File: src/rtl/cpu_clock_ctrl.sv
// cpu_clock_ctrl: HALT/RUN/STEP clock-enable generator with debounced single-step and selectable tick divider
module cpu_clock_ctrl #(
  parameter logic [31:0] DIV_0     = 32'd50000000,
  parameter logic [31:0] DIV_1     = 32'd5000000,
  parameter logic [31:0] DIV_2     = 32'd500000,
  parameter logic [31:0] DIV_3     = 32'd1,
  parameter logic [31:0] DB_CYCLES = 32'd1000000
) (
  input  logic        clk,
  input  logic        rst,
  input  logic        run,
  input  logic        step,
  input  logic        halt_req,
  input  logic [1:0]  div_sel,
  output logic        cpu_ce,
  output logic [1:0]  mode,
  output logic [31:0] cycle_cnt
);
  typedef enum logic [1:0] {HALT = 2'b00, RUN = 2'b01, STEP = 2'b10} state_t;
  state_t state, state_n;
  logic [1:0] run_q, step_q, div_q;
  logic run_s, step_s, db_val, db_prev, step_pulse, div_chg, ce_n, stay_run;
  logic [31:0] db_cnt, tick, period;
  assign run_s = run_q[1];
  assign step_s = step_q[1];
  assign step_pulse = db_val & ~db_prev;
  assign div_chg = div_sel != div_q;
  assign period = div_q == 2'd0 ? DIV_0 : div_q == 2'd1 ? DIV_1 : div_q == 2'd2 ? DIV_2 : DIV_3;
  assign mode = state;
  assign stay_run = state == RUN && state_n == RUN;
  always_comb begin
    state_n = HALT;
    ce_n = 1'b0;
    state_n = state == HALT ? (halt_req ? HALT : run_s ? RUN : step_pulse ? STEP : HALT) :
              state == RUN  ? ((halt_req || !run_s) ? HALT : RUN) : HALT;
    // a rate change swallows the tick so the new period starts cleanly from zero
    ce_n = (state == HALT && state_n == STEP) || (stay_run && !div_chg && tick == period - 1);
  end
  always_ff @(posedge clk) begin
    if (rst) begin
      run_q     <= '0;
      step_q    <= '0;
      div_q     <= '0;
      db_cnt    <= '0;
      db_val    <= 1'b0;
      db_prev   <= 1'b0;
      tick      <= '0;
      state     <= HALT;
      cpu_ce    <= 1'b0;
      cycle_cnt <= '0;
    end else begin
      run_q     <= {run_q[0], run};
      step_q    <= {step_q[0], step};
      div_q     <= div_sel;
      db_prev   <= db_val;
      db_cnt    <= (step_s == db_val || db_cnt == DB_CYCLES - 1) ? '0 : db_cnt + 1;
      db_val    <= (step_s != db_val && db_cnt == DB_CYCLES - 1) ? step_s : db_val;
      tick      <= (stay_run && !div_chg && tick != period - 1) ? tick + 1 : '0;
      state     <= state_n;
      cpu_ce    <= ce_n;
      cycle_cnt <= cycle_cnt + 32'(cpu_ce);
    end
  end
endmodule
File: config.mk
export PLATFORM = sky130hd
export DESIGN_NAME = cpu_clock_ctrl
export DESIGN_NICKNAME = d
export VERILOG_FILES = /design/src/rtl/cpu_clock_ctrl.sv
export SDC_FILE = /design/constraint.sdc
export NUM_CORES = 1
export LEC_CHECK = 0
export CORE_UTILIZATION = 70
export CTS_BUF_LIST = sky130_fd_sc_hd__clkbuf_8
export CTS_CLUSTER_DIAMETER = 200
export DETAILED_ROUTE_END_ITERATION = 6
export DONT_BUFFER_PORTS = 1
export PLACE_DENSITY = 0.9
export SETUP_SLACK_MARGIN = 0.3
export SYNTH_ARGS = -nofsm -noshare
export SYNTH_HDL_FRONTEND = slang
export SYNTH_SLANG_ARGS = --single-unit
File: constraint.sdc
create_clock -name clk -period 4.1 [get_ports clk]
set_input_delay 0.41 -clock clk [delete_from_list [all_inputs] [get_ports clk]]
set_output_delay 0.41 -clock clk [all_outputs]
set_load 0.01 [all_outputs]
==> flow_summary_export.csv, run 1 <==
group,metric,value,unit
power,switching_share,0.229,
logic_synthesis,yosys_register_bits,107,
critical_path,cp-end-kind,"flip-flop",
power,power_frac_comb,0.018,
timing,worst_pin_slew,0.970,ns
timing,drv_slew,0,
critical_path,startpoint_type,"flip-flop",
cts,hold_buffers,0,
power,peakVddDrop,0.226,mV
placed_design,gp_congestion,0.950,
drt,wl_per_cell,15.9,um
global_route,grt_pass1_wl,16800,um
placed_design,port_buffers,0,
cts,ctsRootBufferMaster,"clkbuf_8",
final_layout,final_area,0.00510,mm2
timing,fin_tns_setup,0,ns
drt,vias_per_cell,6.26,
critical_path,path_buf_inv,1,
placed_design,dp_hpwl,7030,um
drt,routed_wl,10100,um
critical_path,critical_path_class,"flip-flop to flip-flop",
power,powerDensity,326,mW/mm2
critical_path,slowest_stage,"nor4_1",
final_layout,drive_gt1_frac,0.0417,
logic_synthesis,syn_avg_cell_area,8.81,um2
critical_path,critPathMaxFanout,6,
status,run_status,"finished, final reports clean",
critical_path,path_delay_family,"simple AND/OR/NAND/NOR gates",
cts,h-tree-depth,3,
power,p_sw,0.381,mW
cts,max-clock-path-buffers,2,
power,p_int,1.28,mW
timing,hold_viol_final,0,
min_path,min_from,"rst",
logic_synthesis,netlist_area,0.00489,mm2
cts,cts_tree,"built",
min_path,hold_class,"primary input to flip-flop",
global_route,grt_util_met1,0.351,
die,row_count,30,
critical_path,required,4.32,ns
die,dieArea,0.00732,mm2
die,dieWidth,85.6,um
global_route,top_usage_layer,"met2",
global_route,grtUsageTotal,0.287,
drt,post-route-drc-count,0,
cts,post_cts_buffers,0,
drt,antenna_left,0,
final_layout,fill_cells,463,
cts,cts_buffers,9,
timing,relSlewSlack,0.348,
job,maxCapViolCount,0,
global_route,antenna_found_initial,0,
timing,rsz0062_at_grt,"no",
power,leakage,1.61,nW
critical_path,r2r_slack,1.47,ns
min_path,hold_path_end,"cycle_cnt[27]",
drt,first_pass_iters,5,
global_route,grt_max_degree,43,
die,die_h,85.6,um
cts,ctsResizeCount,0,
placed_design,placed_area,0.00492,mm2
min_path,min_path_cells,1,
die,initial_core_util,0.724,
global_route,grt_pass1_vias,3699,
timing,period_share,0.641,
timing,skew,0.00964,ns
logic_synthesis,synth_nets,571,
final_layout,antennaDiodeCount,0,
timing,fmax,380,MHz
critical_path,cp.depth,7,
final_layout,areaGrowthSynthToFinish,4.27,%
critical_path,r2r_start,"div_q[0]",
critical_path,critical_path.max_stage_delay,0.70,ns
global_route,globalRouteOverflowTotal,0,
cts,cts.clk_slew.worst_paths,0.10,ns
global_route,grt_use_met3,0.0818,
logic_synthesis,synth_cell_types,38,
drt,vias,3954,
critical_path,r2r-end,"tick[23]",
critical_path,path_cells,"inv_1 > ha_1 > or3_1 > a22oi_1 > nand4_1 > nor4_1 > nor3_1",
die,io-pin-count,42,
logic_synthesis,yosys_warnings,0,
critical_path,ff2ff_path_depth,7,
logic_synthesis,yosysSeqAreaShare,0.438,
timing,setup_viol,0,
drt,drt_iter0_drc,216,
timing,min_period,2.63,ns
die,coreArea,0.00676,mm2
power,pwr-share-clk,0.353,
cts,cts_sinks,107,
global_route,use_met2,0.485,
critical_path,arrival,2.85,ns
final_layout,fin_nets,564,
logic_synthesis,syn_inst,555,
power,p_seq_frac,0.628,
cts,clk_latency,0.37,ns
==> cells in the mapped netlist, drive strengths merged <==
cell type	number	area [um2]
buf	4	20.0
nor3	39	195
a211o	2	17.5
and2b	1	7.51
nand2	29	109
nor2b	9	56.3
xor2	58	508
nand3	39	195
a21oi	5	25.0
nor3b	1	7.51
xnor2	33	289
a21o	1	7.51
and2	3	18.8
nand2b	1	6.26
nor2	78	293
nand4b	1	8.76
inv	8	30.0
dfxtp	107	2140
mux2i	1	10.0
o211ai	1	7.51
nor4	24	181
or3	10	62.6
o21bai	1	7.51
or4	4	30.0
and4b	1	10.0
a22oi	1	7.51
nand4	34	213
ha	9	113
nor4b	3	26.3
or2	1	6.26
o21a	1	7.51
o21ai	4	20.0
clkbuf	16	60.1
or4b	1	10.0
and4	12	105
a31oi	2	12.5
and3	10	62.6
==> worst max-delay path by stage <==
stage | start | to | slack, ns
2_1_floorplan | div_q[0] | tick[12] | 2.12
3_3_place_gp | div_q[0] | tick[17] | 1.63
3_5_place_dp | div_q[0] | tick[23] | 1.57
4_1_cts | div_q[0] | tick[23] | 1.51
5_1_grt | div_q[0] | tick[17] | 1.36
6_report | div_q[0] | tick[23] | 1.47
==> per-layer routing <==
layer  vias up  wire [um]
met4         0        201
met5         -          0
met2       141       4940
li1       1941          -
met3        22        653
met1      1850       4270
==> worst reg2reg max path, cell delays in order, from the launching register on <==
cell and delay, ns:
dfxtp_1 0.45, inv_1 0.12, ha_1 0.32, or3_1 0.32
a22oi_1 0.31, nand4_1 0.15, nor4_1 0.70, nor3_1 0.10
==> registers in the layout, summed over array words and instances (netlist names) <==
| signal | cells |
|---|---|
| cycle_cnt | 32 |
| tick | 32 |
| db_prev | 1 |
| run_q | 2 |
| div_q | 2 |
| cpu_ce | 1 |
| mode | 2 |
| db_val | 1 |
| db_cnt | 32 |
| step_q | 2 |
==> layout by cell type (no fill, tap or decap), types with 2 or more instances in the layout <==
master and n:
and4_1 12, nor4b_1 3, a21oi_1 5, xor2_1 58, nor4_1 19, nor2_1 78, ha_1 9, inv_6 2
nand4_1 34, a31oi_1 2, xnor2_1 33, nor4_2 5, nand2_1 29, buf_4 2, inv_1 8, o21ai_0 4
nand3_1 39, dfxtp_1 107, a211o_1 2, and3_1 10, clkbuf_8 9, nor2b_1 9, or4_1 4, and2_1 3
nor3_1 39, or3_1 10
==> metrics by stage <==
| stage | std cells | utilization | power [mW] | setup slack, ns | hold slack (ns) |
|---|---|---|---|---|---|
| floorplan | 555 | - | 1.10 | 2.12 | 0.381 |
| global placement | 617 | 0.729 | 1.10 | 1.63 | 0.400 |
| detailed placement | 617 | 0.729 | 1.10 | 1.57 | 0.399 |
| CTS | 632 | 0.754 | 1.67 | 1.51 | 0.0891 |
| global route | 632 | 0.754 | 1.72 | 1.36 | 0.0718 |
| finish | 632 | 0.754 | 1.66 | 1.47 | 0.100 |
==> kinds of logic (layout without fill, tap and decap cells) <==
logic type,count (synthesis),after routing,synth area share
compound gates,18,18,0.0230
simple gates,301,301,0.328
mux,1,1,0.00205
xor+xnor,91,91,0.163
fa+ha+maj,9,9,0.0230
flops,107,107,0.438
buf+inv,28,25,0.0225
==> power by group through the flow <==
stage / sequential [mW] / clock [mW] / combinational, mW
floorplan: 1.07 / 0 / 0.0295
global placement: 1.07 / 0 / 0.0283
detailed placement: 1.07 / 0 / 0.0297
CTS: 1.04 / 0.595 / 0.0302
global route: 1.05 / 0.643 / 0.0337
finish: 1.04 / 0.587 / 0.0307
==> layout make-up <==
cell class | instances | area, um2 | area share
Clock buffer | 9 | 124 | 0.0243
Timing Repair Buffer | 2 | 15.0 | 0.00295
Clock inverter | 6 | 50.0 | 0.00982
Inverter | 8 | 30.0 | 0.00589
Multi-Input combinational cell | 420 | 2640 | 0.517
Tap cell | 80 | 100 | 0.0196
Sequential cell | 107 | 2140 | 0.420
Power figures use the tool's default switching activity.
==> run 2, diff against run 1 <==
--- a/config.mk
+++ b/config.mk
@@ -5,12 +5,12 @@
 export SDC_FILE = /design/constraint.sdc
 export NUM_CORES = 1
 export LEC_CHECK = 0
-export CORE_UTILIZATION = 70
+export CORE_UTILIZATION = 66
 export CTS_BUF_LIST = sky130_fd_sc_hd__clkbuf_8
 export CTS_CLUSTER_DIAMETER = 200
 export DETAILED_ROUTE_END_ITERATION = 6
 export DONT_BUFFER_PORTS = 1
-export PLACE_DENSITY = 0.9
+export PLACE_DENSITY = 0.86
 export SETUP_SLACK_MARGIN = 0.3
 export SYNTH_ARGS = -nofsm -noshare
 export SYNTH_HDL_FRONTEND = slang
==> constraint.sdc (replaced) <==
create_clock -name clk -period 2.55 [get_ports clk]
set_input_delay 0.255 -clock clk [delete_from_list [all_inputs] [get_ports clk]]
set_output_delay 0.255 -clock clk [all_outputs]
set_load 0.01 [all_outputs]
==> run 2 against run 1 <==
Against the previous run:
- cell area up 4.8%
- count of clock-buffer cells in the layout up 1
- critical path depth unchanged
- sequential share of layout area down 1.8 points
==> flow_summary_export.csv, run 2 (synthesis gave the netlist of run 1 again) <==
group,metric,value,unit
min_path,min_path_cells,1,
critical_path,arrival,2.49,ns
die,initial_core_util,0.678,
critical_path,critPathMaxFanout,3,
critical_path,r2r-end,"cpu_ce",
cts,ctsRootBufferMaster,"clkbuf_8",
status,run_status,"finished, final reports clean",
timing,worst_pin_slew,0.662,ns
timing,rsz0062_at_grt,"no",
min_path,min_from,"div_sel[1]",
timing,fmax,454,MHz
timing,timing.hold.ws,0.0203,ns
global_route,grt_max_degree,42,
cts,cts_buffers,9,
global_route,grtUsageTotal,0.277,
drt,antenna_left,0,
power,leakage,1.71,nW
drt,first_pass_iters,5,
die,coreArea,0.00721,mm2
min_path,hold_class,"primary input to flip-flop",
global_route,globalRouteOverflowTotal,0,
final_layout,final_common_cell,"dfxtp_1",
die,dieWidth,88.1,um
die,io-pin-count,42,
global_route,grt_pass1_wl,16600,um
timing,relSlewSlack,0.555,
power,powerDensity,528,mW/mm2
final_layout,final_core_util,0.741,
final_layout,reg_top3,"cycle_cnt: 32 flops, db_cnt: 32 flops, tick: 32 flops",
drt,routed_wl,10700,um
placed_design,placed_cells,644,
cts,clk_latency,0.37,ns
min_path,hold_path_end,"div_q[1]",
critical_path,r2r_slack,0.35,ns
final_layout,final_area,0.00534,mm2
final_layout,fin_nets,577,
placed_design,placed_area,0.00501,mm2
drt,wl_per_cell,16.1,um
cts,cts_tree,"built",
power,peakVddDrop,0.373,mV
placed_design,dp_hpwl,7220,um
critical_path,critical_path_class,"flip-flop to flip-flop",
cts,cts_sinks,107,
final_layout,multi_input_area,0.00270,mm2
final_layout,areaGrowthSynthToFinish,9.29,%
cts,max-clock-path-buffers,2,
job,maxCapViolCount,0,
cts,cts.clk_slew.worst_paths,0.09,ns
timing,fin_tns_setup,0,ns
timing,skew,0.0143,ns
global_route,grt_pass1_vias,3667,
die,dieArea,0.00775,mm2
timing,setup_viol,0,
critical_path,ff2ff_path_depth,7,
final_layout,fin_cells,666,
drt,vias,3996,
global_route,antenna_found_initial,1,
timing,min_period,2.20,ns
timing,hold_viol_final,0,
cts,h-tree-depth,3,
timing,drv_slew,0,
critical_path,startpoint_type,"flip-flop",
placed_design,port_buffers,0,
drt,post-route-drc-count,0,
critical_path,r2r_start,"div_q[1]",
drt,vias_per_cell,6.00,
timing,period_share,0.863,
die,die_h,88.1,um
die,row_count,31,
final_layout,seqCellArea,0.00215,mm2
final_layout,fill_cells,527,
final_layout,final_cell_mix,"105 x dfxtp_1, 78 x nor2_1, 58 x xor2_1, 39 x nor3_1, 39 x nand3_1",
final_layout,drive_gt1_frac,0.0813,
placed_design,gp_congestion,0.941,
critical_path,required,2.84,ns
drt,drt_iter0_drc,246,
critical_path,cp-end-kind,"flip-flop",
[run 2: cell count changes in the layout (fill, tap and decap cells not counted), moves of 2 or more]
cell,previous run,this run
buf_4,2,12
dfxtp_1,107,105
nor4_1,19,16
nor4_4,0,2
[run 2: area by class of cell]
cell class,instances,area share
Clock buffer,10,0.0258
Multi-Input combinational cell,420,0.505
Tap cell,99,0.0232
Clock inverter,6,0.0133
Sequential cell,107,0.402
Timing Repair Buffer,15,0.0246
Inverter,8,0.00562
Antenna cell,1,0.000468
[run 2: layer usage]
layer,vias to the layer above,share of wire,track usage
met2,121,0.49,0.458
met3,24,0.060,0.0688
met4,0,0.022,0.0924
met5,-,0,0
met1,1884,0.43,0.354
li1,1967,-,-
[run 2: per-stage QoR]
stage               setup WS [ns]  total power [mW]
floorplan                   0.567              1.76
global placement            0.371              1.76
detailed placement          0.270              1.77
CTS                         0.317              2.84
global route                0.286              2.93
finish                      0.349              2.82
[run 2: power breakdown]
group	leakage [nW]	total (mW)	internal [mW]	switching, mW
registers	0.864	1.68	1.67	0.00477
clock network	0.0995	1.07	0.489	0.578
logic	0.744	0.0756	0.0318	0.0438
total	1.71	2.82	2.20	0.627
[run 2: worst max-delay path, cell delays in order, from the launching register on]
cell	delay [ns]
dfxtp_2	0.36
inv_1	0.10
ha_1	0.33
or3_1	0.35
a22oi_2	0.22
nand4_1	0.15
or4_1	0.43
o21bai_1	0.19
[run 2: worst max path at each step]
stage / from / slack [ns] / endpoint
4_1_cts: div_q[0] / 0.32 / cpu_ce
3_3_place_gp: div_q[0] / 0.37 / cpu_ce
3_5_place_dp: div_q[0] / 0.27 / cpu_ce
2_1_floorplan: div_q[0] / 0.57 / tick[12]
6_report: div_q[1] / 0.35 / cpu_ce
5_1_grt: div_q[1] / 0.29 / cpu_ce
[run 2: timing repair]
item                                    CTS  global route
gates resized for setup                   2            15
setup buffers                             0             2
gates cloned                              0             1
endpoints found under the hold margin    41             0
hold buffers                              2             0
endpoints found under the setup margin   25            27
pin swaps                                 0             7
==> run 3, diff against run 2 <==
--- a/config.mk
+++ b/config.mk
@@ -5,12 +5,12 @@
 export SDC_FILE = /design/constraint.sdc
 export NUM_CORES = 1
 export LEC_CHECK = 0
-export CORE_UTILIZATION = 66
+export CORE_UTILIZATION = 65
 export CTS_BUF_LIST = sky130_fd_sc_hd__clkbuf_8
 export CTS_CLUSTER_DIAMETER = 200
 export DETAILED_ROUTE_END_ITERATION = 6
 export DONT_BUFFER_PORTS = 1
-export PLACE_DENSITY = 0.86
+export PLACE_DENSITY = 0.85
 export SETUP_SLACK_MARGIN = 0.3
 export SYNTH_ARGS = -nofsm -noshare
 export SYNTH_HDL_FRONTEND = slang
==> run 3 against run 2 <==
Against the previous run:
- cell area shrank 1.1%
- die area up 1.5%
- fmax about the same
- critical path depth unchanged
- first-iteration DRC count decreased by 29%
- worst setup slack worse by 0.0015 ns
- clock skew shrank 0.0012 ns
- clock power decreased by 12%
- largest cell class unchanged
- highest routed layer unchanged
==> flow_summary_export.csv, run 3 (synthesis gave the netlist of run 1 again) <==
group,metric,value,unit
critical_path,path_cells,"inv_1 > ha_1 > or3_1 > a22oi_1 > nand4_1 > or4_1 > o21bai_1",
placed_design,place_ws,0.357,ns
timing,rsz0062_at_grt,"yes",
global_route,antenna_found_initial,0,
timing,skew,0.0131,ns
global_route,globalRouteOverflowTotal,0,
placed_design,placed_area,0.00500,mm2
min_path,hold_class,"primary input to flip-flop",
final_layout,drive_gt1_frac,0.0689,
die,io-pin-count,42,
final_layout,antennaDiodeCount,0,
die,row_count,31,
timing,worst_pin_slew,0.627,ns
final_layout,reg_top3,"cycle_cnt: 32 flops, db_cnt: 32 flops, tick: 32 flops",
timing,drv_slew,0,
drt,first_pass_iters,5,
power,power_frac_comb,0.026,
placed_design,gp_congestion,1.02,
power,powerDensity,510,mW/mm2
die,dieWidth,88.7,um
cts,cts_sinks,107,
power,peakVddDrop,0.368,mV
timing,period_share,0.864,
placed_design,port_buffers,0,
cts,clk_latency,0.37,ns
critical_path,slowest_stage,"or4_1",
job,maxCapViolCount,0,
cts,cts_tree,"built",
critical_path,startpoint_type,"flip-flop",
power,p_seq_frac,0.624,
drt,post-route-drc-count,0,
critical_path,critical_path_class,"flip-flop to flip-flop",
die,coreArea,0.00725,mm2
critical_path,critPathMaxFanout,4,
die,die_h,88.7,um
drt,drt_iter0_drc,174,
cts,cts_buffers,9,
global_route,grt_max_degree,42,
final_layout,areaGrowthSynthToFinish,8.04,%
drt,vias_per_cell,5.95,
final_layout,final_core_util,0.728,
global_route,grtUsageTotal,0.265,
drt,antenna_left,0,
global_route,grt_pass1_vias,3609,
status,run_status,"finished, final reports clean",
timing,setup_viol,0,
drt,routed_wl,10300,um
global_route,grt_pass1_wl,16200,um
die,initial_core_util,0.674,
critical_path,cp-end-kind,"flip-flop",
drt,wl_per_cell,15.5,um
die,dieArea,0.00787,mm2
timing,fin_tns_setup,0,ns
final_layout,final_cell_mix,"106 x dfxtp_1, 78 x nor2_1, 58 x xor2_1, 39 x nand3_1, 38 x nor3_1",
power,pwr-share-clk,0.351,
power,p_int,2.07,mW
final_layout,final_area,0.00528,mm2
final_layout,fin_nets,577,
power,p_sw,0.626,mW
cts,ctsRootBufferMaster,"clkbuf_8",
final_layout,fill_cells,557,
critical_path,arrival,2.49,ns
cts,h-tree-depth,3,
timing,hold_viol_final,0,
drt,vias,3957,
cts,max-clock-path-buffers,2,
power,leakage,1.70,nW
power,switching_share,0.233,
timing,relSlewSlack,0.578,
critical_path,critical_path.max_stage_delay,0.45,ns
timing,fin_ws,0.347,ns
placed_design,dp_hpwl,7200,um
critical_path,required,2.84,ns
timing,min_period,2.20,ns
final_layout,final_common_cell,"dfxtp_1",
cts,cts.clk_slew.worst_paths,0.09,ns
timing,fmax,454,MHz
[run 3: metal layers]
| layer | up-vias | GRT usage | wire [um] |
|---|---|---|---|
| li1 | 1969 | - | - |
| met1 | 1844 | 0.327 | 4570 |
| met2 | 115 | 0.437 | 4970 |
| met3 | 29 | 0.0681 | 508 |
| met4 | 0 | 0.122 | 273 |
| met5 | - | 0 | 0 |
[run 3: worst paths after layout]
kind / to / startpoint / slack (ns) / cells after the start
worst max-delay path: cpu_ce / div_q[1] / 0.35 / 7
worst min-delay path: run_q[0] / run / 0.02 / 1
worst max register to register: cpu_ce / div_q[1] / 0.35 / 7
worst min register to register: mode[1] / db_prev / 0.44 / 1
[run 3: repair_timing]
action	CTS	global route
endpoints found under the hold margin	41	0
hold buffers	4	0
setup buffers	0	2
gates resized for setup	1	6
setup endpoints to repair	3	31
[run 3: worst max-delay path: cells and delay by family, from the launching register on]
kind	cells	cell delay, ns
AO/OA/AOI/OAI	2	0.40
adder cells (fa/ha/maj)	1	0.31
buffers and inverters	1	0.11
flip-flops	1	0.40
AND/OR/NAND/NOR	3	0.91
[run 3: layout make-up]
class / instances / area [um2] / share of cell area
Tap cell: 99 / 124 / 0.0235
Clock inverter: 7 / 51.3 / 0.00971
Sequential cell: 107 / 2140 / 0.406
Timing Repair Buffer: 15 / 133 / 0.0251
Multi-Input combinational cell: 420 / 2680 / 0.507
Clock buffer: 9 / 124 / 0.0235
Inverter: 8 / 30.0 / 0.00569
[run 3: stage by stage]
step           power, mW  hold slack, ns  instances
5_1_grt             2.79          0.0106        665
4_1_cts             2.71         0.00387        663
6_report            2.69          0.0158        665
3_5_place_dp        1.77           0.334        643
3_3_place_gp        1.76           0.332        643
2_1_floorplan       1.76           0.338        555
[run 3: power groups by stage]
stage	Sequential [mW]	Combinational [mW]	Clock, mW
2_1_floorplan	1.72	0.0474	0
6_report	1.68	0.0693	0.945
4_1_cts	1.68	0.0662	0.967
3_3_place_gp	1.72	0.0468	0
3_5_place_dp	1.72	0.0489	0
5_1_grt	1.68	0.0763	1.03
